==> src/rtl/nvm_loader_pkg.sv <==
// Shared types and constants for the NVM byte-stream loader.
package nvm_loader_pkg;

   typedef enum logic [2:0] {
      IDLE  = 3'd0,
      ADDR  = 3'd1,
      CNT   = 3'd2,
      DATA  = 3'd3,
      WRITE = 3'd4,
      CHK   = 3'd5
   } loader_state_t;

   localparam logic [7:0] SYNC_BYTE   = 8'hA5;

   localparam logic [1:0] ERR_NONE    = 2'b00;
   localparam logic [1:0] ERR_CHK     = 2'b01;
   localparam logic [1:0] ERR_TIMEOUT = 2'b10;

   // 8-bit modular add used for the running data checksum
   function automatic logic [7:0] sum8(input logic [7:0] a, input logic [7:0] b);
      return a + b;
   endfunction

endpackage

==> src/rtl/byte_packer.sv <==
// Assembles little-endian words from a byte stream; first byte lands in bits [7:0].
module byte_packer
   import nvm_loader_pkg::*;
#(
   parameter int BYTES = 4
) (
   input  logic               clk,
   input  logic               rst,
   input  logic               clr,
   input  logic               byte_valid,
   input  logic [7:0]         byte_data,
   output logic [BYTES*8-1:0] word,
   output logic               word_full
);

   localparam int IDX_W = (BYTES > 1) ? $clog2(BYTES) : 1;
   localparam logic [IDX_W-1:0] LAST_IDX = IDX_W'(BYTES - 1);
   localparam logic [IDX_W-1:0] IDX_ONE  = IDX_W'(1);

   logic [IDX_W-1:0]   byte_idx_r;
   logic [BYTES*8-1:0] word_r;

   // Flags that the byte being taken now fills the final lane of the word
   always_comb begin
      if (byte_valid && (byte_idx_r == LAST_IDX)) begin
         word_full = 1'b1;
      end else begin
         word_full = 1'b0;
      end
   end

   // Lane write and index advance; index wraps to 0 once the word is complete
   always_ff @(posedge clk) begin
      if (rst || clr) begin
         byte_idx_r <= '0;
         word_r     <= '0;
      end else if (byte_valid) begin
         word_r[{byte_idx_r, 3'b000} +: 8] <= byte_data;
         if (byte_idx_r == LAST_IDX) begin
            byte_idx_r <= '0;
         end else begin
            byte_idx_r <= byte_idx_r + IDX_ONE;
         end
      end else begin
         byte_idx_r <= byte_idx_r;
         word_r     <= word_r;
      end
   end

   assign word = word_r;

endmodule

==> src/rtl/nvm_loader.sv <==
// Frame parser feeding sequential single-cycle writes into nvm_mem; holds the CPU during a frame.
module nvm_loader
   import nvm_loader_pkg::*;
#(
   parameter int MEM_ADDR_WIDTH = 32,
   parameter int MEM_DATA_WIDTH = 32,
   parameter int TIMEOUT_CYCLES = 1_000_000
) (
   input  logic                      clk,
   input  logic                      rst,
   input  logic                      rx_valid,
   input  logic [7:0]                rx_data,
   output logic                      rx_ready,
   output logic                      nvm_we,
   output logic [MEM_ADDR_WIDTH-1:0] nvm_addr,
   output logic [MEM_DATA_WIDTH-1:0] nvm_wd,
   output logic                      cpu_hold,
   output logic                      busy,
   output logic                      done,
   output logic                      err,
   output logic [1:0]                err_cause
);

   localparam int BYTES = MEM_DATA_WIDTH / 8;
   localparam int TMO_W = $clog2(TIMEOUT_CYCLES) + 1;
   localparam logic [TMO_W-1:0]          TMO_LAST = TMO_W'(TIMEOUT_CYCLES - 1);
   localparam logic [TMO_W-1:0]          TMO_ONE  = TMO_W'(1);
   localparam logic [MEM_ADDR_WIDTH-1:0] ADDR_ONE = MEM_ADDR_WIDTH'(1);

   loader_state_t             state_r;
   logic [1:0]                fld_idx_r;
   logic [23:0]               addr_raw_r;   // first three address bytes, oldest lowest
   logic [MEM_ADDR_WIDTH-1:0] addr_r;
   logic [15:0]               cnt_r;
   logic [7:0]                sum_r;
   logic [TMO_W-1:0]          tmo_r;
   logic                      rx_ready_r;
   logic                      nvm_we_r;
   logic                      busy_r;
   logic                      done_r;
   logic                      err_r;
   logic [1:0]                err_cause_r;

   logic                      accept_s;
   logic                      sync_s;
   logic                      pack_valid_s;
   logic                      word_full_s;
   logic                      tmo_hit_s;
   logic [31:0]               addr_next_s;
   logic [15:0]               cnt_next_s;
   logic [7:0]                sum_next_s;
   logic [MEM_DATA_WIDTH-1:0] word_s;

   // Handshake decode and next-value helpers for the little-endian fields
   always_comb begin
      accept_s    = rx_valid && rx_ready_r;
      addr_next_s = {rx_data, addr_raw_r};
      cnt_next_s  = {rx_data, cnt_r[15:8]};
      sum_next_s  = sum8(sum_r, rx_data);
      if ((state_r == IDLE) && accept_s && (rx_data == SYNC_BYTE)) begin
         sync_s = 1'b1;
      end else begin
         sync_s = 1'b0;
      end
      if ((state_r == DATA) && accept_s) begin
         pack_valid_s = 1'b1;
      end else begin
         pack_valid_s = 1'b0;
      end
      if ((state_r != IDLE) && (state_r != WRITE) && !accept_s && (tmo_r == TMO_LAST)) begin
         tmo_hit_s = 1'b1;
      end else begin
         tmo_hit_s = 1'b0;
      end
   end

   byte_packer #(
      .BYTES (BYTES)
   ) u_packer (
      .clk        (clk),
      .rst        (rst),
      .clr        (sync_s),
      .byte_valid (pack_valid_s),
      .byte_data  (rx_data),
      .word       (word_s),
      .word_full  (word_full_s)
   );

   // Inter-byte gap counter: idle in IDLE, frozen during WRITE, cleared by each accepted byte
   always_ff @(posedge clk) begin
      if (rst) begin
         tmo_r <= '0;
      end else if ((state_r == IDLE) || accept_s || tmo_hit_s) begin
         tmo_r <= '0;
      end else if (state_r == WRITE) begin
         tmo_r <= tmo_r;
      end else begin
         tmo_r <= tmo_r + TMO_ONE;
      end
   end

   // Frame FSM with address/count/checksum registers and registered status outputs
   always_ff @(posedge clk) begin
      if (rst) begin
         state_r     <= IDLE;
         fld_idx_r   <= 2'd0;
         addr_raw_r  <= 24'd0;
         addr_r      <= '0;
         cnt_r       <= 16'd0;
         sum_r       <= 8'd0;
         rx_ready_r  <= 1'b1;
         nvm_we_r    <= 1'b0;
         busy_r      <= 1'b0;
         done_r      <= 1'b0;
         err_r       <= 1'b0;
         err_cause_r <= ERR_NONE;
      end else begin
         nvm_we_r <= 1'b0;
         done_r   <= 1'b0;
         if (tmo_hit_s) begin
            state_r     <= IDLE;
            busy_r      <= 1'b0;
            rx_ready_r  <= 1'b1;
            err_r       <= 1'b1;
            err_cause_r <= ERR_TIMEOUT;
         end else begin
            case (state_r)
               IDLE: begin
                  if (sync_s) begin
                     state_r     <= ADDR;
                     busy_r      <= 1'b1;
                     fld_idx_r   <= 2'd0;
                     sum_r       <= 8'd0;
                     err_r       <= 1'b0;
                     err_cause_r <= ERR_NONE;
                  end
               end
               ADDR: begin
                  if (accept_s) begin
                     addr_raw_r <= {rx_data, addr_raw_r[23:8]};
                     if (fld_idx_r == 2'd3) begin
                        addr_r    <= addr_next_s[MEM_ADDR_WIDTH-1:0];
                        fld_idx_r <= 2'd0;
                        state_r   <= CNT;
                     end else begin
                        fld_idx_r <= fld_idx_r + 2'd1;
                     end
                  end
               end
               CNT: begin
                  if (accept_s) begin
                     cnt_r <= cnt_next_s;
                     if (fld_idx_r == 2'd1) begin
                        fld_idx_r <= 2'd0;
                        state_r   <= (cnt_next_s == 16'd0) ? CHK : DATA;
                     end else begin
                        fld_idx_r <= fld_idx_r + 2'd1;
                     end
                  end
               end
               DATA: begin
                  if (accept_s) begin
                     sum_r <= sum_next_s;
                     if (word_full_s) begin
                        state_r    <= WRITE;
                        nvm_we_r   <= 1'b1;
                        rx_ready_r <= 1'b0;
                     end
                  end
               end
               WRITE: begin
                  addr_r     <= addr_r + ADDR_ONE;
                  cnt_r      <= cnt_r - 16'd1;
                  rx_ready_r <= 1'b1;
                  state_r    <= (cnt_r == 16'd1) ? CHK : DATA;
               end
               CHK: begin
                  if (accept_s) begin
                     state_r <= IDLE;
                     busy_r  <= 1'b0;
                     if (sum_next_s == 8'h00) begin
                        done_r <= 1'b1;
                     end else begin
                        err_r       <= 1'b1;
                        err_cause_r <= ERR_CHK;
                     end
                  end
               end
               default: begin
                  state_r    <= IDLE;
                  busy_r     <= 1'b0;
                  rx_ready_r <= 1'b1;
               end
            endcase
         end
      end
   end

   assign rx_ready  = rx_ready_r;
   assign nvm_we    = nvm_we_r;
   assign nvm_addr  = addr_r;
   assign nvm_wd    = word_s;
   assign cpu_hold  = busy_r;
   assign busy      = busy_r;
   assign done      = done_r;
   assign err       = err_r;
   assign err_cause = err_cause_r;

endmodule

==> config.mk <==
export PLATFORM = sky130hd
export DESIGN_NAME = nvm_loader
export DESIGN_NICKNAME = d
export VERILOG_FILES = /design/src/rtl/nvm_loader_pkg.sv /design/src/rtl/byte_packer.sv /design/src/rtl/nvm_loader.sv
export SDC_FILE = /design/constraint.sdc
export NUM_CORES = 1
export LEC_CHECK = 0
export CAP_MARGIN = 20
export CORE_ASPECT_RATIO = 1.1
export CORE_MARGIN = 2
export CORE_UTILIZATION = 56
export DETAILED_ROUTE_END_ITERATION = 10
export PLACE_DENSITY = 0.8
export SETUP_SLACK_MARGIN = 0.15
export SLEW_MARGIN = 20
export SYNTH_ARGS = -nofsm -noshare
export SYNTH_HDL_FRONTEND = slang
export SYNTH_SLANG_ARGS = --single-unit
==> constraint.sdc <==
create_clock -name clk -period 3 [get_ports clk]
set_input_delay 0.6 -clock clk [delete_from_list [all_inputs] [get_ports clk]]
set_output_delay 0.6 -clock clk [all_outputs]
set_load 0.01 [all_outputs]
==> reports/summary.txt <==
vias in the first global route: 6626
FF+latch count, synth: 147
total CTS buffers: 17
drt first pass iters: 5
dpl cells: 1152
RSZ-0062 raised after global routing: no
Core Box Area: 12500 sq um
CTS tree: done
clock root cell: clkbuf_16
Worst EP arrival: 2.99 ns
leak pwr: 3.10 nW
share of post-route cells with drive strength above 1: 8.96%
Vias: 7169
Finished Layout Cells: 1184
max-slew violation count: 0
Tcrit/Tclk final: 89.5%
Worst Path Required: 3.30 ns
Rel. slew slack: 30.3%
Core Util, Final: 71.4%
Post-Route WL: 19400 um
Synth Instances: 928
Reg clk slew, reported paths: 0.06 ns
Area Growth Syn to Fin: 25.2%
Pwr per Cell Area: 558 nW/um^2
Routability Congestion: 0.904
largest cells by area after synthesis: dfxtp_1 41%, nand2_1 8.1%, a21oi_1 7.8%
Port Buffers: 82
crit path kind: in2reg
Setup crit start kind: input pin
crit end category: flop
final hold vios: 0
post-route cell area: 8950 sq um
post-synth top area share: 41.2%
DR vias/cell: 6.05
Total GRT Usage: 28.7%
HPWL Detailed: 13000 um
die area: 13700 sq um
f_max: 0.372 GHz
Fin Clk Skew: 0.00782 ns
Worst Tran Pin Value: 1.04 ns
io pins: 83
H-tree lvl count: 4
Tmin final: 2.68 ns
Peak VDD IR: 0.353 mV
cell taking the most area after synthesis: dfxtp_1
type of the worst min-delay path: reg2reg
first-pass GRT wire length: 32000 um
initial antenna violation count: 0
ys flop type: dfxtp_1
DR iter-0 viols: 779
syn avg cell area: 7.70 sq um
antenna-violating nets left: 0
Post-synth EDFFs: 0
drt wl/cell: 16.4 um
Max-cap violations: 0
nets@finish: 1046
Clock Latency Late Sink: 0.43 ns
total clock sinks: 147
post-CTS setup buffer count: 0
Net Count, Synth: 960
num rows: 43
hold buffers post-CTS: 0
DR DRC count: 0
placed inst area: 8290 sq um
Clock Tree Buf Depth: 2
number of fill cells in the layout: 1013
grt total ovfl: 0
pin count of the biggest net entering global routing: 75
Die Y-Extent: 123 um
post-synthesis sequential area ratio: 41.2%
synth cell count leaders: 154 x nand2_1, 147 x dfxtp_1, 111 x a21oi_1, 95 x nor2_1, 56 x nand3_1
Post-Syn Area: 7150 sq um
Synth cell types: 64
Ant. Diodes: 0
ys async rst share: 0%
Crit Path Max Fanout: 3
final setup fails: 0
count leader, synth: nand2_1
Initial Utilization: 57.0%
status: finished, final reports clean
yosys warns: 0
Die W: 112 um
## critical path: stages
cell and delay, ns:
clkdlybuf4s50_1 0.44, ha_1 0.24, fa_1 0.41, a211oi_2 0.29, nor2_1 0.09, xor2_1 0.15
or4_1 0.45, nor3_2 0.19, o22ai_1 0.12
## logic make-up (layout without fill, tap and decap cells)
| family | after synthesis | count (layout) | share of synthesized area, % |
|---|---|---|---|
| flip-flops | 147 | 147 | 41.2 |
| AO/OA/AOI/OAI | 215 | 215 | 17.9 |
| multiplexers | 2 | 2 | 0.315 |
| AND/OR/NAND/NOR | 441 | 441 | 29.3 |
| XOR/XNOR | 27 | 27 | 3.31 |
| buffers and inverters | 75 | 174 | 4.24 |
| adder cells (fa/ha/maj) | 21 | 21 | 3.78 |
## final timing paths
| path | slack (ns) | cells after the start | start | to |
|---|---|---|---|---|
| max | 0.32 | 9 | rx_data[0] | err$_SDFFE_PP0P_ |
| min | 0.45 | 2 | u_packer.word[22]$_SDFFE_PP0P_ | u_packer.word[22]$_SDFFE_PP0P_ |
| max reg2reg | 0.56 | 8 | tmo_r[0]$_SDFFE_PP0P_ | tmo_r[19]$_SDFFE_PP0P_ |
| min reg2reg | 0.45 | 2 | u_packer.word[22]$_SDFFE_PP0P_ | u_packer.word[22]$_SDFFE_PP0P_ |
## layer usage
layer	global-route usage, %	share of wire [%]
met1	37.1	43
met4	11.3	2.3
met3	4.74	6.7
met5	0	0
met2	48.3	48
## cells in the final DEF (no fill, tap or decap), types with 12 or more instances in the layout
| cell | netlist | layout |
|---|---|---|
| and3_1 | 17 | 17 |
| nand4_1 | 15 | 15 |
| clkbuf_16 | 0 | 17 |
| o21ai_1 | 23 | 23 |
| nand2_1 | 154 | 154 |
| ha_1 | 20 | 20 |
| dfxtp_1 | 147 | 147 |
| a31oi_1 | 15 | 15 |
| clkdlybuf4s50_1 | 0 | 81 |
| nor2_1 | 95 | 95 |
| buf_4 | 1 | 44 |
| a21oi_1 | 111 | 111 |
| nor3_1 | 30 | 28 |
| xor2_1 | 17 | 17 |
| inv_1 | 12 | 12 |
| nor4_1 | 15 | 15 |
| nand3_1 | 56 | 56 |
## per-stage QoR
stage | setup WS (ns) | setup TNS (ns) | total power (W) | hold slack, ns
4_1_cts | 0.163 | 0 | 0.00500 | 0.454
2_1_floorplan | 0.367 | 0 | 0.00247 | 0.436
6_report | 0.315 | 0 | 0.00499 | 0.452
3_5_place_dp | -0.263 | -0.888 | 0.00267 | 0.445
5_1_grt | 0.152 | 0 | 0.00517 | 0.470
3_3_place_gp | -0.229 | -0.705 | 0.00266 | 0.443
## cell type report
type / count / area, sq um / area share [%]
well taps: 157 / 196 / 2.19
clock buffers: 19 / 443 / 4.95
clock inverters: 13 / 208 / 2.32
multi-input cells: 706 / 3920 / 43.8
flip-flops and latches: 147 / 2940 / 32.9
repair buffers: 128 / 1190 / 13.2
inverters: 14 / 52.6 / 0.587
## sequential cells by signal, indices dropped and copies added (netlist names)
signal / count
nvm_addr: 32
u_packer.word: 32
addr_raw_r: 24
tmo_r: 21
cnt_r: 16
sum_r: 8
state_r: 3
err_cause: 2
fld_idx_r: 2
u_packer.byte_idx_r: 2
busy: 1
done: 1
err: 1
nvm_we: 1
rx_ready: 1
## power by group
group,switching [W],internal [W]
Clock,0.000853,0.00150
Sequential,0.0000530,0.00200
Combinational,0.000371,0.000225
## timing repair
action,4_1_cts,5_1_grt
endpoints found under the setup margin,0,4
gates resized for setup,0,2
endpoints found under the hold margin,0,0
(Power assumes the default switching activity.)
